--- config.mk ---
export PLATFORM = sky130hd
export DESIGN_NAME = noc_packetizer_flat
export DESIGN_NICKNAME = d
export VERILOG_FILES = /design/src/rtl/noc_packetizer.sv /design/src/rtl/noc_packetizer_if.sv /design/src/flat_wrapper.sv
export SDC_FILE = /design/constraint.sdc
export NUM_CORES = 1
export LEC_CHECK = 0
export BUFFER_PORTS_ARGS = -buffer_cell sky130_fd_sc_hd__buf_2
export CAP_MARGIN = 20
export CORE_MARGIN = 2
export CORE_UTILIZATION = 44
export DETAILED_ROUTE_END_ITERATION = 12
export GPL_ROUTABILITY_DRIVEN = 0
export HOLD_SLACK_MARGIN = 0.05
export PLACE_DENSITY = 0.85
export SYNTH_ARGS = -nofsm -noshare
export SYNTH_HDL_FRONTEND = slang
export SYNTH_SLANG_ARGS = --single-unit
--- constraint.sdc ---
create_clock -name clk -period 1.7 [get_ports clk]
set_clock_uncertainty 0.05 [all_clocks]
set_input_delay 0.085 -clock clk [delete_from_list [all_inputs] [get_ports clk]]
set_output_delay 0.085 -clock clk [all_outputs]
set_load 0.02 [all_outputs]
--- src/rtl/noc_packetizer.sv ---
// NoC transmit interface: one command plus a raw payload stream become a routed packet
// made of a routing-header flit followed by exactly cmd_len type-tagged payload flits.
package noc_pkg;
   localparam int PACKET_TYPE_WIDTH = 2;
   localparam logic [PACKET_TYPE_WIDTH-1:0] ROUTING_HEADER = 2'b11;
endpackage

module noc_packetizer
   import noc_pkg::*;
#(
   parameter int DATA_WIDTH              = 32,
   parameter int MAX_ROUTERS_X           = 4,
   parameter int MAX_ROUTERS_Y           = 4,
   parameter int MAXIMUM_PACKAGES_NUMBER = 5,
   parameter int PAYLOAD_TYPE            = 0,
   localparam int MAX_ROUTERS_X_WIDTH           = $clog2(MAX_ROUTERS_X),
   localparam int MAX_ROUTERS_Y_WIDTH           = $clog2(MAX_ROUTERS_Y),
   localparam int MAXIMUM_PACKAGES_NUMBER_WIDTH = $clog2(MAXIMUM_PACKAGES_NUMBER-1)
) (
   input  logic                                     clk,
   input  logic                                     rst_n,
   input  logic [MAX_ROUTERS_X_WIDTH-1:0]           own_x,
   input  logic [MAX_ROUTERS_Y_WIDTH-1:0]           own_y,
   input  logic                                     cmd_valid,
   output logic                                     cmd_ready,
   input  logic [MAX_ROUTERS_X_WIDTH-1:0]           cmd_dest_x,
   input  logic [MAX_ROUTERS_Y_WIDTH-1:0]           cmd_dest_y,
   input  logic [MAXIMUM_PACKAGES_NUMBER_WIDTH-1:0] cmd_len,
   output logic                                     err_len,
   axis_if.s                                        in,
   axis_if.m                                        out
);
   localparam int XW  = MAX_ROUTERS_X_WIDTH;
   localparam int YW  = MAX_ROUTERS_Y_WIDTH;
   localparam int P   = MAXIMUM_PACKAGES_NUMBER_WIDTH;
   localparam int DW  = DATA_WIDTH;
   localparam int PTW = PACKET_TYPE_WIDTH;
   localparam logic [PTW-1:0] PLD_TYPE = PTW'(PAYLOAD_TYPE);
   // Idle pattern keeps a payload type visible so the router never sees a stale header.
   localparam logic [DW-1:0]  IDLE_PAT = {PLD_TYPE, {(DW-PTW){1'b0}}};

   if (XW != YW) begin : g_bad_xy
      $error("noc_packetizer: X and Y coordinate widths differ");
   end
   if (PLD_TYPE == ROUTING_HEADER) begin : g_bad_type
      $error("noc_packetizer: PAYLOAD_TYPE aliases ROUTING_HEADER");
   end
   if (2*(XW+YW)+P > DW-PTW) begin : g_bad_width
      $error("noc_packetizer: header fields do not fit in DATA_WIDTH");
   end

   typedef enum logic {IDLE, PLD} state_t;

   state_t          state, state_nxt;
   logic [P-1:0]    remaining;
   logic            o_valid, o_last;
   logic [DW-1:0]   o_data;
   logic            load_ok, cmd_hs, in_hs, load_hdr, load_pld, last_pld;
   logic [DW-1:0]   hdr_flit, pld_flit;
   logic            unused_in;

   assign load_ok  = !o_valid || out.TREADY;
   assign cmd_hs   = cmd_valid && cmd_ready;
   assign in_hs    = in.TVALID && in.TREADY;
   assign load_hdr = cmd_hs && (cmd_len != '0);
   assign load_pld = in_hs;
   assign last_pld = (remaining == P'(1));

   // Packet length comes only from cmd_len; upstream TLAST and the raw type bits are dropped.
   assign unused_in = ^{in.TLAST, in.TDATA[DW-1 -: PTW]};

   always_comb begin
      hdr_flit = '0;
      hdr_flit[DW-1 -: PTW]                = ROUTING_HEADER;
      hdr_flit[XW-1:0]                     = cmd_dest_y;
      hdr_flit[XW+YW-1:XW]                 = cmd_dest_x;
      hdr_flit[XW+2*YW-1:XW+YW]            = own_y;
      hdr_flit[2*(XW+YW)-1:XW+2*YW]        = own_x;
      hdr_flit[2*(XW+YW)+P-1:2*(XW+YW)]    = cmd_len;
   end

   assign pld_flit = {PLD_TYPE, in.TDATA[DW-PTW-1:0]};

   always_ff @(posedge clk or negedge rst_n) begin
      if (!rst_n) state <= IDLE;
      else        state <= state_nxt;
   end

   always_comb begin
      state_nxt = state;
      cmd_ready = 1'b0;
      in.TREADY = 1'b0;
      case (state)
         IDLE: begin
            cmd_ready = load_ok;
            if (load_hdr) state_nxt = PLD;
         end
         PLD: begin
            in.TREADY = load_ok;
            if (in_hs && last_pld) state_nxt = IDLE;
         end
         default: state_nxt = IDLE;
      endcase
   end

   always_ff @(posedge clk or negedge rst_n) begin
      if (!rst_n) begin
         remaining <= '0;
         o_valid   <= 1'b0;
         o_last    <= 1'b0;
         o_data    <= IDLE_PAT;
         err_len   <= 1'b0;
      end else begin
         err_len <= cmd_hs && (cmd_len == '0);
         if (load_hdr) begin
            o_valid   <= 1'b1;
            o_last    <= 1'b0;
            o_data    <= hdr_flit;
            remaining <= cmd_len;
         end else if (load_pld) begin
            o_valid   <= 1'b1;
            o_last    <= last_pld;
            o_data    <= pld_flit;
            remaining <= remaining - P'(1);
         end else if (out.TREADY) begin
            o_valid <= 1'b0;
            o_last  <= 1'b0;
            o_data  <= IDLE_PAT;
         end
      end
   end

   assign out.TVALID = o_valid;
   assign out.TDATA  = o_data;
   assign out.TLAST  = o_last;
endmodule

--- src/rtl/noc_packetizer_if.sv ---
// AXI-Stream style channel used for raw payload input and the routed packet output.
// 'm' drives the stream, 's' consumes it.
interface axis_if #(
   parameter int DATA_WIDTH = 32
) ();
   logic                  TVALID;
   logic                  TREADY;
   logic [DATA_WIDTH-1:0] TDATA;
   logic                  TLAST;

   modport m (output TVALID, TDATA, TLAST, input TREADY);
   modport s (input TVALID, TDATA, TLAST, output TREADY);
endinterface

--- src/flat_wrapper.sv ---
// flat-port wrapper written by rule: the top's interface ports become plain ports
module noc_packetizer_flat import noc_pkg::*;
#(
   parameter int DATA_WIDTH              = 32,
   parameter int MAX_ROUTERS_X           = 4,
   parameter int MAX_ROUTERS_Y           = 4,
   parameter int MAXIMUM_PACKAGES_NUMBER = 5,
   parameter int PAYLOAD_TYPE            = 0,
   localparam int MAX_ROUTERS_X_WIDTH           = $clog2(MAX_ROUTERS_X),
   localparam int MAX_ROUTERS_Y_WIDTH           = $clog2(MAX_ROUTERS_Y),
   localparam int MAXIMUM_PACKAGES_NUMBER_WIDTH = $clog2(MAXIMUM_PACKAGES_NUMBER-1)
)
  (clk, rst_n, own_x, own_y, cmd_valid, cmd_ready, cmd_dest_x, cmd_dest_y, cmd_len, err_len, in_TVALID, in_TDATA, in_TLAST, in_TREADY, out_TVALID, out_TDATA, out_TLAST, out_TREADY);
  axis_if #(.DATA_WIDTH(DATA_WIDTH)) in_i ();
  axis_if #(.DATA_WIDTH(DATA_WIDTH)) out_i ();
  input  logic clk;
  input  logic rst_n;
  input  logic [MAX_ROUTERS_X_WIDTH-1:0] own_x;
  input  logic [MAX_ROUTERS_Y_WIDTH-1:0] own_y;
  input  logic cmd_valid;
  output logic cmd_ready;
  input  logic [MAX_ROUTERS_X_WIDTH-1:0] cmd_dest_x;
  input  logic [MAX_ROUTERS_Y_WIDTH-1:0] cmd_dest_y;
  input  logic [MAXIMUM_PACKAGES_NUMBER_WIDTH-1:0] cmd_len;
  output logic err_len;
  input wire logic [$bits(in_i.TVALID)-1:0] in_TVALID;
  input wire logic [$bits(in_i.TDATA)-1:0] in_TDATA;
  input wire logic [$bits(in_i.TLAST)-1:0] in_TLAST;
  output wire logic [$bits(in_i.TREADY)-1:0] in_TREADY;
  output wire logic [$bits(out_i.TVALID)-1:0] out_TVALID;
  output wire logic [$bits(out_i.TDATA)-1:0] out_TDATA;
  output wire logic [$bits(out_i.TLAST)-1:0] out_TLAST;
  input wire logic [$bits(out_i.TREADY)-1:0] out_TREADY;
  assign in_i.TVALID = in_TVALID;
  assign in_i.TDATA = in_TDATA;
  assign in_i.TLAST = in_TLAST;
  assign in_TREADY = in_i.TREADY;
  assign out_TVALID = out_i.TVALID;
  assign out_TDATA = out_i.TDATA;
  assign out_TLAST = out_i.TLAST;
  assign out_i.TREADY = out_TREADY;
  noc_packetizer #(.DATA_WIDTH(DATA_WIDTH), .MAX_ROUTERS_X(MAX_ROUTERS_X), .MAX_ROUTERS_Y(MAX_ROUTERS_Y), .MAXIMUM_PACKAGES_NUMBER(MAXIMUM_PACKAGES_NUMBER), .PAYLOAD_TYPE(PAYLOAD_TYPE)) u_core (.clk(clk), .rst_n(rst_n), .own_x(own_x), .own_y(own_y), .cmd_valid(cmd_valid), .cmd_ready(cmd_ready), .cmd_dest_x(cmd_dest_x), .cmd_dest_y(cmd_dest_y), .cmd_len(cmd_len), .err_len(err_len), .in(in_i), .out(out_i));
endmodule
======== Yosys cells after proc, flatten, opt, wreduce, memory -nomap -nowiden ========
Cells that the tools add are included.
word-level totals
  bits in registers ....................... 38
  output and inout port bits .............. 37
  word-level logic and storage cells ...... 35
cells by class
  add/subtract/negate cells ............... 1
  equal/unequal tests ..................... 1
  mux-type cells .......................... 15
  bitwise operators ....................... 1
  reductions and logical operators ........ 11
operator list
  kind                   number
  $mux W32               3
  $mux W1                9
  $logic_and A1 B1 Y1    5
  $mux W2                2
  $reduce_bool A2 Y1     2
  $reduce_bool A3 Y1     1
  $eq A2 B1 Y1 const B   1
  $logic_not A2 Y1       1
  $pmux W1 S2            1
  $sub A2 B1 Y2 const B  1
  $logic_not A1 Y1       1
  $logic_or A1 B1 Y1     1
  $not A1 Y1             1

======== Depth between registers and ports, before layout ========
Gate-level depths: netlist of the first run.
  depth after elaboration ................. 7
  mapped depth ............................ 6
  depth with buffers taken out ............ 4

======== Worst setup path before layout of the first run ========
No wires, ideal clock.
  path type ............................... register -> register
  start ................................... register u_core.o_valid, in the netlist u_core.out.TVALID
  end ..................................... register u_core.remaining[1]
  arrival time ............................ 1373 ps
  required time ........................... 1532 ps
  slack ................................... 159 ps
  cell stages (with the launch flop) ...... 6
  clock period less this slack ............ 1541 ps
  cell sequence ........................... dfrtp_1 > nand2b_1 > and3_4 > buf_6 > mux2_4 > a21o_1
on the way
  cells in the longest elaborated chain, start to end .. 6
  elaborated cells on any way between the ends .. 9
  those cells by class .................... mux (3); reduce/logical (6)
RTL lines
  item                                           line                   RTL
  from (decl)                                    noc_packetizer.sv:56   logic o_valid, o_last;
  from (signal assigned)                         noc_packetizer.sv:109  o_valid <= 1'b0;
  from (signal assigned)                         noc_packetizer.sv:116  o_valid <= 1'b1;
  from (signal assigned)                         noc_packetizer.sv:121  o_valid <= 1'b1;
  $logic_not A1 Y1 *                             noc_packetizer.sv:62   assign load_ok = !o_valid || out.TREADY;
  $logic_or A1 B1 Y1 *                           noc_packetizer.sv:62
  $mux W1                                        noc_packetizer.sv:93   case (state)
  $logic_and A1 B1 Y1                            noc_packetizer.sv:63   assign cmd_hs = cmd_valid && cmd_ready;
  $logic_and A1 B1 Y1                            noc_packetizer.sv:65   assign load_hdr = cmd_hs && (cmd_len != '0);
  $mux W2 or $reduce_bool A2 Y1 (tied branches)  -
  to (signal assigned)                           noc_packetizer.sv:119  remaining <= cmd_len;
  to (signal assigned)                           noc_packetizer.sv:124  remaining <= remaining - P'(1);
  to (decl)                                      noc_packetizer.sv:55   logic [P-1:0] remaining;
Mark *: on every way between the ends. The rest lies on a longest branch, timed or not.
A chain may end at the register's enable or synchronous reset.

======== Worst setup path in the final report of the first run ========
  start ................................... register u_core.state
  end ..................................... register u_core.o_data[4], in the netlist u_core.out.TDATA[4]
on the way
  cells in the longest elaborated chain, start to end .. 4
  elaborated cells on any way between the ends .. 8
  those cells by class .................... mux (4); reduce/logical (4)
RTL lines
  item                                             line                                         RTL
  from (decl)                                      noc_packetizer.sv:54                         state_t state, state_nxt;
  from (signal assigned)                           noc_packetizer.sv:86                         else state <= state_nxt;
  $mux W1                                          noc_packetizer.sv:93
  $logic_and A1 B1 Y1, on equally long branches    noc_packetizer.sv:64, noc_packetizer.sv:63
  $mux W32 or $logic_and A1 B1 Y1 (tied branches)  noc_packetizer.sv:120, noc_packetizer.sv:65
  $mux W32 or $reduce_bool A3 Y1 (tied branches)   -
  to (signal assigned)                             noc_packetizer.sv:118                        o_data <= hdr_flit;
  to (signal assigned)                             noc_packetizer.sv:123                        o_data <= pld_flit;
  to (decl)                                        noc_packetizer.sv:57                         logic [DW-1:0] o_data;
Several ways; a longest one is shown, not always the timed one.

==> metrics.md, run 1 <==
| Metric | Value |
|---|---|
| CTS clk-pin slew, worst paths | 70 ps |
| I/O Pins | 85 |
| First-pass GRT wire length | 8273 µm |
| CTS max path bufs | 2 |
| R2R depth | 4 |
| Sequential share of the synthesized area | 57.19% |
| Reg power frac | 37.1% |
| Root Buffer | clkbuf_8 |
| Top cells by area, synth | dfrtp_1 57%, nand2_1 13%, o21ai_0 6.8% |
| Largest net degree at the start of global routing | 38 |
| Worst EP arrival | 1680 ps |
| PortBufs | 81 |
| Die Height | 64.66 µm |
| Die Width | 64.66 µm |
| TNS Setup | 0 ps |
| # Max-Cap Violations | 0 |
| Comb power frac | 42.1% |
| Total power | 3651 µW |
| Hold worst-path end | u_core.out.TDATA[4] |
| Tmin final | 1540 ps |
| Avg Cell Area, Syn | 9.252 µm² |
| Clk_lat worst skew | 270 ps |
| Synthesized net count | 224 |
| DRT antenna net count | 0 |
| Post-synth EDFFs | 0 |
| Crit start category | flop |
| Final setup viols | 0 |
| WP data required | 1840 ps |
| Period utilization | 90.58% |
| Area growth from synthesis to layout | 60.59% |
| Setup CP Type | reg -> reg |
| CTS tree | built |
| Int Pwr | 2245 µW |
| Clock share of power | 20.8% |
| Row count | 22 |
| DR pass1 iterations | 4 |
| Post-DP HPWL | 2797 µm |
| Total Routing Usage GR | 26.04% |
| Final Hold Vio Count | 0 |
| GRT Residual Overflow | 0 |
| Clk sink count | 37 |
| Initial Util | 44.90% |
| Vias | 1765 |
| Max Slew Vio Count | 0 |
| Primary FF master, synth | dfrtp_1 |
| Slew @ Worst Pin | 709.5 ps |
| Routed WL | 5041 µm |
| Syn Inst Count | 175 |
| YS warnings | 0 |
| Internal reg-to-reg setup slack | 160 ps |
| Via density | 5.057 |
| Max Clock Freq | 0.6494 GHz |
| Post-synth top area share | 57.19% |
| First-iteration detailed-routing DRC count | 34 |
| CORE AREA | 3606 µm² |
| Crit path capture type | flop |
| Synth unique cells | 27 |
| Post-synth top area cell | dfrtp_1 |
| H-tree levels | 2 |
| Routed length per instance | 14.44 µm |
| Hold Path Class | in -> reg |
| Crit Reg-Reg Startpoint | u_core.state |
| Vias in the first global route | 1826 |
| Sw power | 1406 µW |
| Share of cells above drive strength 1 | 33.89% |
| Max_slew headroom | 52.38% |
| RSZ-0062 raised after global routing | false |
| Drt drc | 0 |
| Diodes inserted | 0 |
| Worst Path Max Fanout | 9 |
| Placed cell count | 301 |
| Layout Cells excl Fill | 349 |
| Pwr dens | 1404 nW/µm² |
| Mapped Area | 1619 µm² |
| Status | complete, no violations |
| Switching part of the total | 38.51% |
| Capturing point of the worst reg2reg path | u_core.out.TDATA[4] |
| Final #Nets | 349 |
| Flip-flop and latch count after synthesis | 37 |
| Peak VDD IR | 0.7616 mV |
| Worst hold stages | 3 |
| Die area | 4181 µm² |
| Ys async rst share | 100.0% |
| Lkg Pwr | 0.001308 µW |
| Antenna violations before repair | 0 |
| Num CTS Buffers | 5 |
| Hold wc startpoint | own_y[0] |
cells in the mapped netlist, types with 3 or more instances:
master	number
nor3_1	9
nand3_1	10
nand2b_1	3
dfrtp_1	37
a31oi_1	8
nor2_1	3
buf_2	7
o21ai_0	22
nand2_1	54
worst max path at each step:
stage / cells past startpoint / startpoint / to / slack (ps)
after global routing: 4 / u_core.state / u_core.out.TDATA[4] / 40
final: 4 / u_core.state / u_core.out.TDATA[4] / 160
after detailed placement: 4 / u_core.state / u_core.out.TDATA[13] / 210
after floorplan: 5 / u_core.out.TVALID / u_core.remaining[1] / 160
after CTS: 4 / u_core.state / u_core.out.TDATA[13] / 180
after global placement: 4 / u_core.state / u_core.out.TDATA[15] / 220
worst max-delay path, cell delays in order (launching register included):
cell	delay, ps
dfrtp_1	430
nand2b_1	210
nor2_1	220
o21ai_1	310
a31oi_1	240
flip-flops by register name, indices dropped and copies added (netlist names):
signal             count
u_core.remaining       2
u_core.out.TDATA      31
u_core.out.TVALID      1
u_core.state           1
u_core.err_len         1
u_core.out.TLAST       1
power groups by stage:
| stage | clock network [µW] | registers (µW) | logic (µW) |
|---|---|---|---|
| 2_1_floorplan | 0 | 1670 | 630 |
| 3_3_place_gp | 0 | 1350 | 1420 |
| 3_5_place_dp | 0 | 1360 | 1450 |
| 6_report | 759 | 1350 | 1540 |
| 5_1_grt | 837 | 1380 | 1680 |
| 4_1_cts | 777 | 1340 | 1510 |
through the flow:
| step | cell area [µm²] | worst slack, ps | util, % | hold WS (ps) |
|---|---|---|---|---|
| floorplan | 1619 | 159.0 | - | -260.6 |
| global placement | 2081 | 222.0 | 57.70 | 101.4 |
| detailed placement | 2081 | 206.8 | 57.70 | 103.0 |
| CTS | 2597 | 183.6 | 72.03 | 59.57 |
| global route | 2600 | 41.52 | 72.10 | 108.0 |
| finish | 2600 | 160.1 | 72.10 | 77.18 |
cells in the final DEF (no fill, tap or decap), drive strengths merged:
master,count
a21o,2
a22oi,1
a31o,1
a31oi,8
and2,2
and3,1
buf,89
bufinv,1
clkbuf,7
clkinv,1
dfrtp,37
dlygate4sd3,40
ha,1
inv,1
mux2,1
nand2,54
nand2b,3
nand3,10
nor2,4
nor2b,1
nor3,9
o211ai,1
o21ai,24
o31ai,1
xnor2,1
routing by layer:
metal,wire (µm),vias up,global-route usage (%)
met3,225,16,4.167
met2,2602,70,45.96
met1,2016,841,29.78
met4,196,0,15.16
li1,-,838,-
met5,0,-,0
kinds of logic (layout without fill, tap and decap cells):
family | count (synthesis) | after routing | share of synthesized area, %
AND/OR/NAND/NOR | 84 | 84 | 22.49
AO/OA/AOI/OAI | 38 | 38 | 13.68
adder cells (fa/ha/maj) | 1 | 1 | 0.7727
XOR/XNOR | 1 | 1 | 0.5411
buffers and inverters | 13 | 139 | 4.404
multiplexers | 1 | 1 | 0.9271
flip-flops | 37 | 37 | 57.19
what timing repair did:
action	CTS	global route
hold endpoints to repair	68	0
endpoints found under the setup margin	0	1
hold buffers	40	0
setup buffers	0	0
resized for setup	0	1
area by class of cell:
cell class / instances / area (µm²)
fillers: 242 / 1006
flip-flops and latches: 37 / 925.9
repair buffers: 129 / 865.8
multi-input cells: 125 / 624.3
clock buffers: 7 / 86.33
well taps: 48 / 60.06
clock inverters: 1 / 30.03
inverters: 2 / 7.507
No activity file was read; power rests on OpenSTA's default activity.
==> run 2, diff against run 1 <==
- CORE_ASPECT_RATIO: not set -> 0.6
==> metrics.md, run 2 (synthesis gave the netlist of run 1 again) <==
| Metric | Value |
|---|---|
| Diodes inserted | 0 (unchanged) |
| Post-DP HPWL | 2781 µm (was 2797 µm) |
| Commonest cells after routing, fill and taps aside | 81 x buf_2, 54 x nand2_1, 37 x dlygate4sd3_1, 37 x dfrtp_1, 22 x o21ai_0 (was 81 x buf_2, 54 x nand2_1, 40 x dlygate4sd3_1, 37 x dfrtp_1, 22 x o21ai_0) |
| Hold wc startpoint | cmd_dest_x[0] (was own_y[0]) |
| H-tree levels | 2 (unchanged) |
| First-pass GRT wire length | 7258 µm (was 8273 µm) |
| Tmin final | 1583 ps (was 1540 ps) |
| Lkg Pwr | 0.001287 µW (was 0.001308 µW) |
| Total Routing Usage GR | 23.20% (was 26.04%) |
| Crit Reg-Reg Startpoint | u_core.state (unchanged) |
| R2R depth | 4 (unchanged) |
| GRT Residual Overflow | 0 (unchanged) |
| Die area | 4197 µm² (was 4181 µm²) |
| RSZ-0062 raised after global routing | false (unchanged) |
| Pwr dens | 1380 nW/µm² (was 1404 nW/µm²) |
| Hold Path Class | in -> reg (unchanged) |
| Clk sink count | 37 (unchanged) |
| CTS clk-pin slew, worst paths | 70 ps (about the same) |
| TNS Setup | 0 ps (unchanged) |
| Row count | 17 (was 22) |
| Vias | 1707 (was 1765) |
| Root Buffer | clkbuf_8 (unchanged) |
| Drt drc | 0 (unchanged) |
| Slew @ Worst Pin | 773.3 ps (was 709.5 ps) |
| CP top delay family | simple AND/OR/NAND/NOR gates (was compound AO/OA/AOI/OAI gates) |
| Status | complete, no violations (unchanged) |
| Reg area | 925.9 µm² (unchanged) |
| CP dominant cell by count | nand2b_1 |
| Share of cells above drive strength 1 | 34.01% (was 33.89%) |
| Commonest non-fill, non-tap cell in the layout | buf_2 (unchanged) |
| Worst-path cell chain | nand2b_1 -> nand2b_1 -> nor2_1 -> a31o_2 (was nand2b_1 -> nor2_1 -> o21ai_1 -> a31oi_1) |
| Placed cell count | 299 (was 301) |
| Final #Nets | 345 (was 349) |
| First-iteration detailed-routing DRC count | 89 (was 34) |
| PortBufs | 81 (unchanged) |
| DRT antenna net count | 0 (unchanged) |
| Largest net degree at the start of global routing | 38 (unchanged) |
| Internal reg-to-reg setup slack | 120 ps (was 160 ps) |
| Critical-path top delay cell | dfrtp_1 (unchanged) |
| Crit start category | flop (unchanged) |
| CTS tree | built (unchanged) |
| Max Clock Freq | 0.6319 GHz (was 0.6494 GHz) |
| # Max-Cap Violations | 0 (unchanged) |
| Antenna violations before repair | 0 (unchanged) |
| CTS resizes | 0 (unchanged) |
| Worst Path Max Fanout | 10 (was 9) |
| CP peak stage delay | 440 ps (was 430 ps) |
| Area growth from synthesis to layout | 57.11% (was 60.59%) |
| Vias in the first global route | 1623 (was 1826) |
| Setup CP Type | reg -> reg (unchanged) |
| Die Width | 82.31 µm (was 64.66 µm) |
| Num CTS Buffers | 5 (unchanged) |
| Peak VDD IR | 0.9905 mV (was 0.7616 mV) |
| Crit path capture type | flop (unchanged) |
| Largest register FFs | 31 (unchanged) |
| Hold worst-path end | u_core.out.TDATA[2] (was u_core.out.TDATA[4]) |
| Area of the multi-input gates | 621.8 µm² (was 624.3 µm²) |
| WP data required | 1820 ps (was 1840 ps) |
| Routed length per instance | 12.84 µm (was 14.44 µm) |
| CTS max path bufs | 2 (unchanged) |
| CORE AREA | 3595 µm² (was 3606 µm²) |
| Max Slew Vio Count | 0 (unchanged) |
| Die Height | 50.99 µm (was 64.66 µm) |
| Worst hold stages | 3 (unchanged) |
| Layout Cells excl Fill | 344 (was 349) |
| Capturing point of the worst reg2reg path | u_core.out.TDATA[30] (was u_core.out.TDATA[4]) |
| Via density | 4.962 (was 5.057) |
| Final setup viols | 0 (unchanged) |
| Period utilization | 93.09% (was 90.58%) |
| Routed WL | 4416 µm (was 5041 µm) |
| DR pass1 iterations | 4 (unchanged) |
| Worst EP arrival | 1700 ps (was 1680 ps) |
| Fill cells | 282 (was 242) |
| Clk_lat worst skew | 280 ps (was 270 ps) |
| Initial Util | 45.04% (was 44.90%) |
| I/O Pins | 85 (unchanged) |
| Final Hold Vio Count | 0 (unchanged) |
| Max_slew headroom | 48.45% (was 52.38%) |
| Worst Path Buf+Inv | 0 (unchanged) |
## run 2: power by group
part / total (µW) / internal [µW] / leakage, µW / switching [µW]
registers: 1340 / 1170 / 0.000479 / 171
clock network: 653 / 366 / 0.0000542 / 287
logic: 1510 / 588 / 0.000753 / 925
total: 3510 / 2130 / 0.00129 / 1380
## run 2: worst reg2reg max path, cell delays in order, from the launching register on
cell and delay (ps):
dfrtp_1 440, nand2b_1 190, nand2b_1 410, nor2_1 140
a31o_2 230
## run 2: final cells by class
cell class	count	share of cell area, %
clock inverters	1	0.1968
clock buffers	7	3.788
well taps	47	2.312
inverters	2	0.2951
multi-input cells	125	24.45
flip-flops and latches	37	36.40
repair buffers	125	32.56
## run 2: per-layer routing
| layer | track usage [%] | part of all wire, % | vias to the layer above |
|---|---|---|---|
| li1 | - | - | 834 |
| met1 | 30.30 | 45 | 808 |
| met2 | 38.44 | 48 | 60 |
| met3 | 6.714 | 6.2 | 5 |
| met4 | 5.000 | 0.59 | 0 |
| met5 | 0 | 0 | - |
## run 2: repair_timing
item,in CTS,in global routing
hold endpoints to repair,68,1
setup buffers,0,0
hold buffers,36,1
## run 2: stage by stage
step           power, µW  cell area [µm²]  hold slack (ps)  util, %  worst slack (ps)
6_report            3510             2544            46.99    70.76             117.4
5_1_grt             3777             2544            67.11    70.76             38.83
4_1_cts             3527             2534            50.34    70.48             157.5
3_5_place_dp        2802             2072            168.9    57.64             181.0
3_3_place_gp        2770             2072            168.4    57.64             202.5
2_1_floorplan       2300             1619           -260.6        -             159.0
## run 2: worst max path at each step
stage / from / to / slack [ps] / depth (start not counted)
after floorplan: u_core.out.TVALID / u_core.remaining[1] / 160 / 5
after global placement: u_core.state / u_core.out.TDATA[30] / 200 / 4
after detailed placement: u_core.state / u_core.out.TDATA[30] / 180 / 4
after CTS: u_core.state / u_core.out.TDATA[30] / 160 / 4
after global routing: u_core.state / u_core.out.TDATA[4] / 40 / 4
final: u_core.state / u_core.out.TDATA[30] / 120 / 4
